--- config.mk ---
export PLATFORM = sky130hd
export DESIGN_NAME = bus_arbiter
export DESIGN_NICKNAME = d
export VERILOG_FILES = /design/src/rtl/bus_arbiter.sv
export SDC_FILE = /design/constraint.sdc
export NUM_CORES = 1
export LEC_CHECK = 0
export CORE_UTILIZATION = 41
export CTS_CLUSTER_DIAMETER = 120
export DETAILED_ROUTE_END_ITERATION = 16
export PLACE_DENSITY_LB_ADDON = 0.12
export SLEW_MARGIN = 15
export SYNTH_ARGS = -nofsm -noshare
export SYNTH_HDL_FRONTEND = slang
export SYNTH_SLANG_ARGS = --single-unit
--- constraint.sdc ---
create_clock -name clk -period 5.6 [get_ports clk]
set_input_delay 1.12 -clock clk [delete_from_list [all_inputs] [get_ports clk]]
set_output_delay 1.12 -clock clk [all_outputs]
set_load 0.01 [all_outputs]
--- src/rtl/bus_arbiter.sv ---
// -----------------------------------------------------------------------------
// bus_arbiter
// Two-master round-robin arbiter in front of the CPU-side port of the bus
// interface unit. m0 is the CPU data port and m1 is a secondary master, such as
// a DMA or debug engine.
//
// A grant is held for the whole transaction. The granted master's request
// fields are captured into the downstream s_* registers when the grant is
// made. A watchdog ends the transaction with an error if s_ready_i never
// arrives. Every output is a register.
//
// Ports
//   clk, rst                 clock, asynchronous active-high reset
//   mX_req_i                 request from master X, held until mX_ready_o
//   mX_mem_w_i               write enable from master X (1 = write)
//   mX_addr_i                address from master X
//   mX_data2bus_i            write data from master X
//   mX_data4bus_o            read data to master X, valid with mX_ready_o
//   mX_ready_o               one-cycle completion pulse to master X
//   mX_err_o                 timeout flag, valid with mX_ready_o
//   s_req_o                  downstream request
//   s_mem_w_o                downstream write enable
//   s_addr_o                 downstream address
//   s_data2bus_o             downstream write data
//   s_data4bus_i             downstream read data
//   s_ready_i                downstream completion
// -----------------------------------------------------------------------------
module bus_arbiter #(
    parameter int TIMEOUT = 255,
    parameter int TO_W    = 8
) (
    input  logic        clk,
    input  logic        rst,

    input  logic        m0_req_i,
    input  logic        m0_mem_w_i,
    input  logic [31:0] m0_addr_i,
    input  logic [31:0] m0_data2bus_i,
    output logic [31:0] m0_data4bus_o,
    output logic        m0_ready_o,
    output logic        m0_err_o,

    input  logic        m1_req_i,
    input  logic        m1_mem_w_i,
    input  logic [31:0] m1_addr_i,
    input  logic [31:0] m1_data2bus_i,
    output logic [31:0] m1_data4bus_o,
    output logic        m1_ready_o,
    output logic        m1_err_o,

    output logic        s_req_o,
    output logic        s_mem_w_o,
    output logic [31:0] s_addr_o,
    output logic [31:0] s_data2bus_o,
    input  logic [31:0] s_data4bus_i,
    input  logic        s_ready_i
);

    typedef enum logic [1:0] {
        IDLE = 2'd0,
        BUSY = 2'd1,
        DONE = 2'd2
    } state_t;

    // The last watchdog value that still counts as a normal BUSY cycle.
    localparam logic [TO_W-1:0] WDOG_LAST = TO_W'(TIMEOUT - 1);
    localparam logic [TO_W-1:0] WDOG_ONE  = TO_W'(1);

    state_t          state_r;
    logic            last_grant_r;   // 0 = m0 was served last, 1 = m1
    logic            grant_r;        // owner of the current transaction
    logic [TO_W-1:0] wdog_r;

    logic            s_req_r;
    logic            s_mem_w_r;
    logic [31:0]     s_addr_r;
    logic [31:0]     s_data2bus_r;
    logic [31:0]     m0_data4bus_r;
    logic            m0_ready_r;
    logic            m0_err_r;
    logic [31:0]     m1_data4bus_r;
    logic            m1_ready_r;
    logic            m1_err_r;

    logic            pick_m1_s;

    // Round-robin choice: m1 wins when it requests alone, or on a tie when m0
    // was served last.
    always_comb begin
        pick_m1_s = 1'b0;
        if (m1_req_i && (!m0_req_i || !last_grant_r)) begin
            pick_m1_s = 1'b1;
        end else begin
            pick_m1_s = 1'b0;
        end
    end

    // Arbitration FSM, watchdog and all registered outputs.
    always_ff @(posedge clk or posedge rst) begin
        if (rst) begin
            state_r       <= IDLE;
            last_grant_r  <= 1'b1;
            grant_r       <= 1'b0;
            wdog_r        <= '0;
            s_req_r       <= 1'b0;
            s_mem_w_r     <= 1'b0;
            s_addr_r      <= 32'h0000_0000;
            s_data2bus_r  <= 32'h0000_0000;
            m0_data4bus_r <= 32'h0000_0000;
            m0_ready_r    <= 1'b0;
            m0_err_r      <= 1'b0;
            m1_data4bus_r <= 32'h0000_0000;
            m1_ready_r    <= 1'b0;
            m1_err_r      <= 1'b0;
        end else begin
            case (state_r)
                IDLE: begin
                    m0_ready_r <= 1'b0;
                    m0_err_r   <= 1'b0;
                    m1_ready_r <= 1'b0;
                    m1_err_r   <= 1'b0;
                    if (m0_req_i || m1_req_i) begin
                        grant_r      <= pick_m1_s;
                        last_grant_r <= pick_m1_s;
                        wdog_r       <= '0;
                        s_req_r      <= 1'b1;
                        state_r      <= BUSY;
                        if (pick_m1_s) begin
                            s_mem_w_r    <= m1_mem_w_i;
                            s_addr_r     <= m1_addr_i;
                            s_data2bus_r <= m1_data2bus_i;
                        end else begin
                            s_mem_w_r    <= m0_mem_w_i;
                            s_addr_r     <= m0_addr_i;
                            s_data2bus_r <= m0_data2bus_i;
                        end
                    end else begin
                        state_r <= IDLE;
                    end
                end

                BUSY: begin
                    // A completion beats the watchdog when both happen in the
                    // same cycle.
                    if (s_ready_i) begin
                        s_req_r <= 1'b0;
                        state_r <= DONE;
                        if (grant_r) begin
                            m1_data4bus_r <= s_data4bus_i;
                            m1_ready_r    <= 1'b1;
                            m1_err_r      <= 1'b0;
                        end else begin
                            m0_data4bus_r <= s_data4bus_i;
                            m0_ready_r    <= 1'b1;
                            m0_err_r      <= 1'b0;
                        end
                    end else if (wdog_r == WDOG_LAST) begin
                        s_req_r <= 1'b0;
                        state_r <= DONE;
                        if (grant_r) begin
                            m1_data4bus_r <= 32'h0000_0000;
                            m1_ready_r    <= 1'b1;
                            m1_err_r      <= 1'b1;
                        end else begin
                            m0_data4bus_r <= 32'h0000_0000;
                            m0_ready_r    <= 1'b1;
                            m0_err_r      <= 1'b1;
                        end
                    end else begin
                        wdog_r <= wdog_r + WDOG_ONE;
                    end
                end

                DONE: begin
                    // A dead cycle that gives the requester time to drop req
                    // before the next arbitration.
                    m0_ready_r <= 1'b0;
                    m0_err_r   <= 1'b0;
                    m1_ready_r <= 1'b0;
                    m1_err_r   <= 1'b0;
                    state_r    <= IDLE;
                end

                default: begin
                    s_req_r    <= 1'b0;
                    m0_ready_r <= 1'b0;
                    m0_err_r   <= 1'b0;
                    m1_ready_r <= 1'b0;
                    m1_err_r   <= 1'b0;
                    state_r    <= IDLE;
                end
            endcase
        end
    end

    assign s_req_o       = s_req_r;
    assign s_mem_w_o     = s_mem_w_r;
    assign s_addr_o      = s_addr_r;
    assign s_data2bus_o  = s_data2bus_r;
    assign m0_data4bus_o = m0_data4bus_r;
    assign m0_ready_o    = m0_ready_r;
    assign m0_err_o      = m0_err_r;
    assign m1_data4bus_o = m1_data4bus_r;
    assign m1_ready_o    = m1_ready_r;
    assign m1_err_o      = m1_err_r;

endmodule

==> impl_results.md, run 1 <==
* Worst Hold Slack at 0.4878 ns
* Synth top cells by count: dfrtp_1, nor2_1, a21oi_1, mux2i_1, a32o_1
* Synthesized net count at ~690
* Clock insertion delay at the later pin of the skew report at 0.42 ns
* Antenna-violating nets left at 0
* Via Count at 5411
* Seq/Total Area, Yosys at 59.32%
* RSZ-0062 raised after global routing: false
* Ratio of cells with drive above 1 in the final layout at 6.732%
* Pleak at around 4.1 nW
* P&R area growth vs syn at 60.54%
* Total track usage at 23.94%
* Post-synth EDFFs at 0
* Status: finished, final reports clean
* Asr flop ratio synth at 100.0%
* Post-CTS Setup Bufs at 0
* Final instance area at just under 10000 um2
* Total core area at approximately 15000 um2
* Crit Path Category: input pin to flip-flop
* Highest clock rate at 334.6 MHz
* CP required at 5.93 ns
* Max-slew violation count at 0
* Pwr dens at 530.0 nW/um2
* Die Y at approximately 120 um
* Antenna cells at 0
* Maximum vdd drop at 0.3449 mV
* DRC viols at 0
* Post-Syn Area at slightly above 6000 um2
* YS warnings at 0
* Clock buffer count from CTS at 17
* Initial DRC Count at around 270
* Routed len/inst at between 15 and 20 um
* Resized Gates After CTS at 0
* Nets at between 900 and 1000
* Most instantiated library cell after synthesis: dfrtp_1
* Vias per cell at 5.406
* H-Tree Depth at 4
* Synth area leader: dfrtp_1
* Synth unique cells at 34
* CTS tree: built
* Max Cap Viol at 0
* Rel. slew slack at 45.96%
* Worst-path fanout max at 82
* FF+latch count, synth at roughly 150
* Crit share post-route at 53.37%
* Area after DPL at 9301 um2
* Synth Area per Inst at 11.87 um2
* Layout Skew at 0.006585 ns
* First-pass GRT wire length at 29120 um
* Hold Fails Final Rpt at 0
* Die area at about 16000 um2
* Largest net degree at the start of global routing at approximately 120
* Vias in the first global route at 5442
* CTS Root Cell: clkbuf_16
* Hold-fix buffers, CTS at 0
* Top post-synthesis cells by area: dfrtp_1, mux2i_1, a32o_1, a21oi_1, nor2_1
* Clk sink count at 146
* # port buffers at 300
* Hold Path Class: flip-flop to flip-flop
* CP Capture Type: flip-flop
* Die X at 124.6 um
* GPL Wtd Cong at 0.8438
* Std-Cell Rows at 44
* Crit start category: input pin
* Final worst path period need at between 2 and 3 ns
* Top FF cell, synth: dfrtp_1
* Ports at 301
* Cells after Synth at 519
* Post-DP HPWL at 13280 um
* Routed WL at roughly 19000 um
* Top-area cell type share of the netlist area at between 50% and 60%
* Initial antenna violation count at 0
* Worst-margin pin slew at 0.8097 ns
* GRT overflow at 0
* Clock buffer depth at 2
* Drt first pass iters at 5
* Setup_tns at 0 ns
* Starting density of the core at 42.23%
* Final setup viols at 0
* CTS clk-pin slew, worst paths at 0.05 ns
* Worst EP arrival at 3.32 ns
-- power breakdown --
group | total, mW | internal [mW] | leakage (nW) | switching [mW]
Clock | 1.08 | 0.660 | 0.279 | 0.423
Combinational | 2.35 | 1.26 | 2.10 | 1.09
Sequential | 1.81 | 1.54 | 1.74 | 0.276
-- per-layer routing --
layer	global-route usage [%]	up-vias	part of all wire, %
met1	28.08	2653	39
li1	-	2502	-
met2	40.53	223	51
met4	9.780	0	2.6
met5	0	-	0
met3	7.517	33	7.8
-- critical path, stage by stage --
cell,delay [ns]
clkdlybuf4s50_1,0.54
or2_2,0.17
and2_4,0.64
buf_4,0.54
nor2_1,0.10
a21oi_1,0.14
-- worst paths after layout --
check                                  start           endpoint  slack, ns  cells after the start
max                                 m0_req_i   s_data2bus_o[17]       2.61                      6
min                        m1_data4bus_o[10]  m1_data4bus_o[10]       0.49                      1
max reg2reg                       state_r[0]   s_data2bus_o[17]       3.23                      5
min reg2reg                m1_data4bus_o[10]  m1_data4bus_o[10]       0.49                      1
max in group asynchronous                rst       s_addr_o[26]       3.44                      4
min in group asynchronous                rst       s_addr_o[29]       1.05                      2
-- cell type report --
cell class,count,area [um2]
fill,1089,4698
sequential,146,3655
timing repair buffer,309,3098
multi-input combinational,325,2322
clock buffer,20,446.7
tap,184,230.2
clock inverter,12,115.1
inverter,5,23.77
-- state kept, by name (all words and copies together) (netlist names) --
register	cells
m0_err_o	1
wdog_r	8
last_grant_r	1
m1_err_o	1
m0_ready_o	1
m0_data4bus_o	32
grant_r	1
s_mem_w_o	1
m1_data4bus_o	32
state_r	2
m1_ready_o	1
s_req_o	1
s_addr_o	32
s_data2bus_o	32
-- logic make-up (layout without fill, tap and decap cells) --
group | Yosys count | count (layout) | share of synthesized area (%)
adder cells (fa/ha/maj) | 2 | 2 | 0.4061
buffers and inverters | 48 | 346 | 3.412
AND/OR/NAND/NOR | 101 | 101 | 7.230
multiplexers | 65 | 65 | 10.56
flip-flops | 146 | 146 | 59.32
AO/OA/AOI/OAI | 157 | 157 | 19.07
-- placed cells by master, fill, tap and decap left out, drive strengths merged --
cell / n
bufinv: 2
nor3: 3
o211ai: 1
or2: 2
clkinv: 8
a31oi: 4
buf: 10
o22a: 2
nor2: 75
o31ai: 9
clkinvlp: 2
clkbuf: 20
nand4b: 1
a21o: 1
and3: 2
mux2i: 65
o41ai: 2
inv: 5
nand4: 1
o21ai: 5
nand2b: 2
a32o: 64
nor4: 1
and2: 1
a21boi: 1
dfrtp: 145
ha: 2
or3: 2
a21oi: 68
nand3: 3
nor3b: 1
clkdlybuf4s50: 299
dfstp: 1
nand2: 7
-- per-stage QoR --
step / power [mW] / std cells / setup WS [ns] / util, %
CTS: 5.293 / 1000 / 2.660 / 67.61
global placement: 4.119 / 968 / 2.335 / 63.76
global route: 5.536 / 1001 / 2.449 / 67.80
floorplan: 2.867 / 519 / 0.5587 / -
detailed placement: 4.180 / 968 / 2.221 / 63.76
finish: 5.242 / 1001 / 2.612 / 67.80
(Power assumes the default switching activity.)
==> run 2: changes to the inputs <==
==> constraint.sdc (replaced) <==
create_clock -name clk -period 2.8 [get_ports clk]
set_input_delay 0.56 -clock clk [delete_from_list [all_inputs] [get_ports clk]]
set_output_delay 0.56 -clock clk [all_outputs]
set_load 0.01 [all_outputs]
==> run 2 against run 1 <==
Effect of this change: design area rose by 1.0%; cell count rose by 0.50%; wire length rose by 3.4%; core utilization rose by 0.69 points; via count rose by 0.61%; critical path type unchanged; largest cell class unchanged.
==> impl_results.md, run 2 (synthesis gave the netlist of run 1 again) <==
* Hold Fails Final Rpt at 0 (unchanged)
* Min-Delay Endpoint: m1_data4bus_o[18]
* RSZ-0062 raised after global routing: false
* H-Tree Depth at 4 (unchanged)
* Clock insertion delay at the later pin of the skew report at 0.41 ns (about the same)
* Highest clock rate at 514.3 MHz
* Post-CTS Setup Bufs at 0 (unchanged)
* Status: finished, final reports clean
* # port buffers at 300 (unchanged)
* Vias in the first global route at 5787 (+6.3%)
* Hold-fix buffers, CTS at 0 (unchanged)
* Nets at 979 (+0.62%)
* Util after Layout at 68.48% (+0.69 points)
* Ports at 301 (unchanged)
* Clk sink count at 146 (unchanged)
* Std-Cell Rows at 44 (unchanged)
* Hold path depth at 1 (unchanged)
* Max Cap Viol at 0 (unchanged)
* Drt first pass iters at 5 (unchanged)
* Final worst path period need at 1.944 ns
* Final setup viols at 0 (unchanged)
* GPL Wtd Cong at 0.7842 (-7.1%)
* Resized Gates After CTS at 0 (unchanged)
* Starting density of the core at 42.23% (unchanged)
* Total track usage at 25.45% (+1.5 points)
* Setup_tns at 0 ns (unchanged)
* Routed WL at 19260 um (+3.4%)
* CP Capture Type: flip-flop
* CP top delay family: buffers and inverters
* Worst r2r path cells at 7 (+2)
* Pleak at 4.165 nW (+1.0%)
* Worst EP arrival at 2.23 ns (-1.09 ns)
* Die X at 124.6 um (unchanged)
* Crit share post-route at 69.44%
* GRT overflow at 0 (unchanged)
* Worst-path cell with the longest stage delay: clkdlybuf4s50_1
* Worst Path Buf+Inv at 3 (+1)
* Rel. slew slack at 51.43% (+5.5 points)
* Final non-filler cell total at 1006 (+0.50%)
* CTS Root Cell: clkbuf_16
* CP peak stage delay at 0.51 ns (-0.13 ns)
* Crit Reg-Reg Endpoint: m1_data4bus_o[17]
* Die area at 15520 um2 (unchanged)
* Crit Path Category: input pin to flip-flop
* Crit-path cells: clkdlybuf4s50_1 -> a21boi_4 -> buf_12 -> buf_4 -> mux2i_1 -> a21oi_1
* Final instance area at 9991 um2 (+1.0%)
* Fillers at 1074 (-1.4%)
* First-pass GRT wire length at 30610 um (+5.1%)
* Routed len/inst at 19.15 um (+2.9%)
* Antenna cells at 0 (unchanged)
* Commonest non-fill, non-tap cell in the layout: clkdlybuf4s50_1
* Largest net degree at the start of global routing at 82 (-31%)
* Worst R2R Start: wdog_r[0]
* Total core area at 14590 um2 (unchanged)
* Area after DPL at 9403 um2 (+1.1%)
* Vias per cell at 5.412 (+0.11%)
* Placed insts at 975 (+0.72%)
* Clock buffer count from CTS at 17 (unchanged)
* Antenna-violating nets left at 0 (unchanged)
* P&R area growth vs syn at 62.16%
* DRC viols at 0 (unchanged)
* Ratio of cells with drive above 1 in the final layout at 7.543% (+0.81 points)
* Max-slew violation count at 0 (unchanged)
* Pwr dens at 1067 nW/um2 (+100%)
* CTS tree: built
* Initial antenna violation count at 0 (unchanged)
* Hold_sp: m1_data4bus_o[18]
* Maximum vdd drop at 0.7165 mV (+110%)
* CTS clk-pin slew, worst paths at 0.06 ns (about the same)
* Hold Path Class: flip-flop to flip-flop
* Die Y at 124.6 um (unchanged)
* Layout Skew at 0.007049 ns (+0.0004638 ns)
* Post-DP HPWL at 13700 um (+3.2%)
* Crit start category: input pin
* Initial DRC Count at 291 (+8.6%)
* Worst-path fanout max at 50 (-39%)
* FF-to-FF setup slack at 0.89 ns (-2.34 ns)
* Most frequent cells in the layout: clkdlybuf4s50_1, dfrtp_1, nor2_1
* CP required at 3.09 ns (-2.84 ns)
* Clock buffer depth at 2 (unchanged)
* Worst-margin pin slew at 0.7285 ns (-0.08116 ns)
* Via Count at 5444 (+0.61%)
==> run 2: changes by cell type in the layout (fill, tap and decap cells not counted) <==
| cell | change |
|---|---|
| buf_12 | +4 |
| buf_16 | -1 |
| inv_6 | -1 |
| clkbuf_8 | +3 |
| clkbuf_1 | -2 |
| clkinvlp_4 | +2 |
| clkinv_2 | -3 |
| buf_4 | +3 |
==> run 2: where the power goes <==
| group | leakage [nW] | internal [mW] | switching [mW] |
|---|---|---|---|
| registers | 1.74 | 3.07 | 0.556 |
| clock network | 0.287 | 1.39 | 0.849 |
| logic | 2.14 | 2.59 | 2.21 |
==> run 2: cell type report <==
type                            instances  area [um2]  area share, %
Tap cell                              184       230.2          2.304
Inverter                                5       22.52         0.2254
Clock inverter                         10       107.6          1.077
Multi-Input combinational cell        325        2322          23.24
Sequential cell                       146        3655          36.58
Clock buffer                           21       480.5          4.809
Timing Repair Buffer                  315        3173          31.76
==> run 2: layer usage <==
layer  GRT usage, %  vias up  share of wire, %
met3          9.579       27               8.2
met2          44.36      212                53
met1          28.22     2692                37
li1               -     2513                 -
met4          9.001        0               1.9
met5              0        -                 0
==> run 2: worst max path at each step <==
stage,start,end,cells past startpoint
floorplan,rst,grant_r,1
global placement,m1_req_i,s_addr_o[29],6
detailed placement,m1_req_i,s_data2bus_o[1],6
CTS,m0_data4bus_o[4],m0_data4bus_o[4],1
global route,state_r[1],m0_err_o,5
finish,m1_req_i,s_data2bus_o[7],6
==> run 2: through the flow <==
stage / worst slack, ns / power (mW) / hold slack (ns)
after floorplan: 0.4078 / 5.735 / 0.4719
after global placement: 0.5490 / 8.318 / 0.4673
after detailed placement: 0.4715 / 8.459 / 0.4798
after CTS: 0.8515 / 10.78 / 0.4933
after global routing: 0.7152 / 11.27 / 0.5006
final: 0.8557 / 10.66 / 0.4892
==> run 3: changes to the inputs <==
==> constraint.sdc (replaced) <==
create_clock -name clk -period 2 [get_ports clk]
set_input_delay 0.4 -clock clk [delete_from_list [all_inputs] [get_ports clk]]
set_output_delay 0.4 -clock clk [all_outputs]
set_load 0.01 [all_outputs]
==> run 3 against run 2 <==
Effect of this change: sequential power rose by 39%; global-route usage fell by 0.097 points; wire length is essentially flat; worst setup slack worse by 0.71 ns; non-clock buffer count increased by 16; first-iteration DRC count rose by 8.2%; sequential share of layout area fell by 0.57 points.
==> impl_results.md, run 3 (synthesis gave the netlist of run 1 again) <==
* Status: finished, final reports clean
* DRC viols at 0 (unchanged)
* Clk sink count at 146 (unchanged)
* Hold Fails Final Rpt at 0 (unchanged)
* Clock insertion delay at the later pin of the skew report at 0.42 ns (about the same)
* Std-Cell Rows at 44 (unchanged)
* Vias in the first global route at 5794 (+0.12%)
* Worst Hold Slack at 0.2971 ns (-0.1921 ns)
* CP Capture Type: flip-flop
* Clock buffer depth at 2 (unchanged)
* Post-DP HPWL at 14130 um (+3.1%)
* Max-slew violation count at 0 (unchanged)
* CTS Root Cell: clkbuf_16
* Worst EP arrival at 2.15 ns (-0.08 ns)
* Rel. slew slack at 52.62% (+1.2 points)
* Fillers at 1102 (+2.6%)
* Crit start category: flip-flop
* Crit Path Category: flip-flop to flip-flop
* CP top delay family: simple AND/OR/NAND/NOR gates
* Antenna cells at 0 (unchanged)
* Hold Path Class: input pin to async pin
* Pleak at 4.254 nW (+2.1%)
* Drt first pass iters at 5 (unchanged)
* Die Y at 124.6 um (unchanged)
* Commonest non-fill, non-tap cell in the layout: clkdlybuf4s50_1
* Final worst path period need at 1.853 ns
* GRT overflow at 0 (unchanged)
* Die area at 15520 um2 (unchanged)
* Resized Gates After CTS at 0 (unchanged)
* Initial DRC Count at 315 (+8.2%)
* Overall power at 15.05 mW (+41%)
* Total track usage at 25.35% (-0.097 points)
* Via Count at 5511 (+1.2%)
* Nets at 995 (+1.6%)
* Highest clock rate at 539.7 MHz
* Routed len/inst at 18.88 um (-1.4%)
* Routed WL at 19260 um (about the same)
* CP peak stage delay at 0.41 ns (-0.10 ns)
* CTS tree: built
* CP required at 2.30 ns (-0.79 ns)
* Ports at 301 (unchanged)
* Worst-path cell with the longest stage delay: dfrtp_1
* Worst-margin pin slew at 0.7107 ns (-0.01781 ns)
* Setup_tns at 0 ns (unchanged)
* Final setup viols at 0 (unchanged)
* Initial antenna violation count at 0 (unchanged)
* First-pass GRT wire length at 30330 um (-0.90%)
* Clock buffer count from CTS at 17 (unchanged)
* Vias per cell at 5.403 (-0.16%)
* Antenna-violating nets left at 0 (unchanged)
* P&R area growth vs syn at 64.72%
* Post-CTS Setup Bufs at 0 (unchanged)
* Max Cap Viol at 0 (unchanged)
* Most frequent cells in the layout: clkdlybuf4s50_1, dfrtp_1, nor2_1
* Starting density of the core at 42.23% (unchanged)
* CTS clk-pin slew, worst paths at 0.06 ns (about the same)
* H-Tree Depth at 4 (unchanged)
* Total core area at 14590 um2 (unchanged)
* Ratio of cells with drive above 1 in the final layout at 8.612% (+1.1 points)
* Crit-path cells: inv_1 -> ha_1 -> nand3_1 -> nor2_1 -> o21ai_2 -> buf_12 -> a32o_1
* Maximum vdd drop at 0.8267 mV (+15%)
* Pwr dens at 1483 nW/um2 (+39%)
* Die X at 124.6 um (unchanged)
* Worst Path Buf+Inv at 2 (-1)
* RSZ-0062 raised after global routing: false
* Hold-fix buffers, CTS at 0 (unchanged)
* Crit share post-route at between 90% and 100%
* Util after Layout at 69.56% (+1.1 points)
* Largest net degree at the start of global routing at 69 (-16%)
* GPL Wtd Cong at 0.7974 (+1.7%)
* Worst-path fanout max at 33 (-34%)
* Layout Skew at 0.008294 ns (+0.001246 ns)
* # port buffers at 300 (unchanged)
run 3: changes by cell type in the layout (fill, tap and decap cells not counted), sizes merged:
cell,change
buf,+16
clkbuf,+2
clkinv,-2
clkinvlp,-2
run 3: power breakdown:
part,internal (mW),switching (mW)
Combinational,3.85,3.12
Clock,1.87,1.14
Sequential,4.30,0.763
Total,10.0,5.03
run 3: final timing paths:
check	startpoint	to	slack, ns	cells after the start
max reg2reg	wdog_r[0]	m1_data4bus_o[0]	0.15	7
min reg2reg	m0_ready_o	m0_ready_o	0.48	2
min in group clk	s_ready_i	m0_err_o	0.39	3
max	wdog_r[0]	m1_data4bus_o[0]	0.15	7
max in group asynchronous	rst	last_grant_r	1.05	3
min	rst	m0_data4bus_o[24]	0.30	2
run 3: area by class of cell:
type	count	area [um2]	share of cell area, %
well taps	184	230.2	2.269
clock buffers	23	467.9	4.611
inverters	5	22.52	0.2219
multi-input cells	325	2322	22.88
repair buffers	331	3368	33.19
flip-flops and latches	146	3655	36.01
clock inverters	6	82.58	0.8137
run 3: metrics by stage:
step | worst slack, ns | cell area [um2] | cells
global route | 0.01360 | 10150 | 1020
detailed placement | -0.04006 | 9598 | 991
floorplan | -0.2322 | 6165 | 519
finish | 0.1471 | 10150 | 1020
CTS | 0.1383 | 10150 | 1020
global placement | -0.01990 | 9598 | 991
run 3: routing by layer:
layer | GRT usage (%) | wire, um | up-vias
met5 | 0 | 0 | -
met4 | 11.62 | 583 | 0
met3 | 9.364 | 1456 | 36
met2 | 43.32 | 10050 | 207
met1 | 27.93 | 7166 | 2717
li1 | - | - | 2551
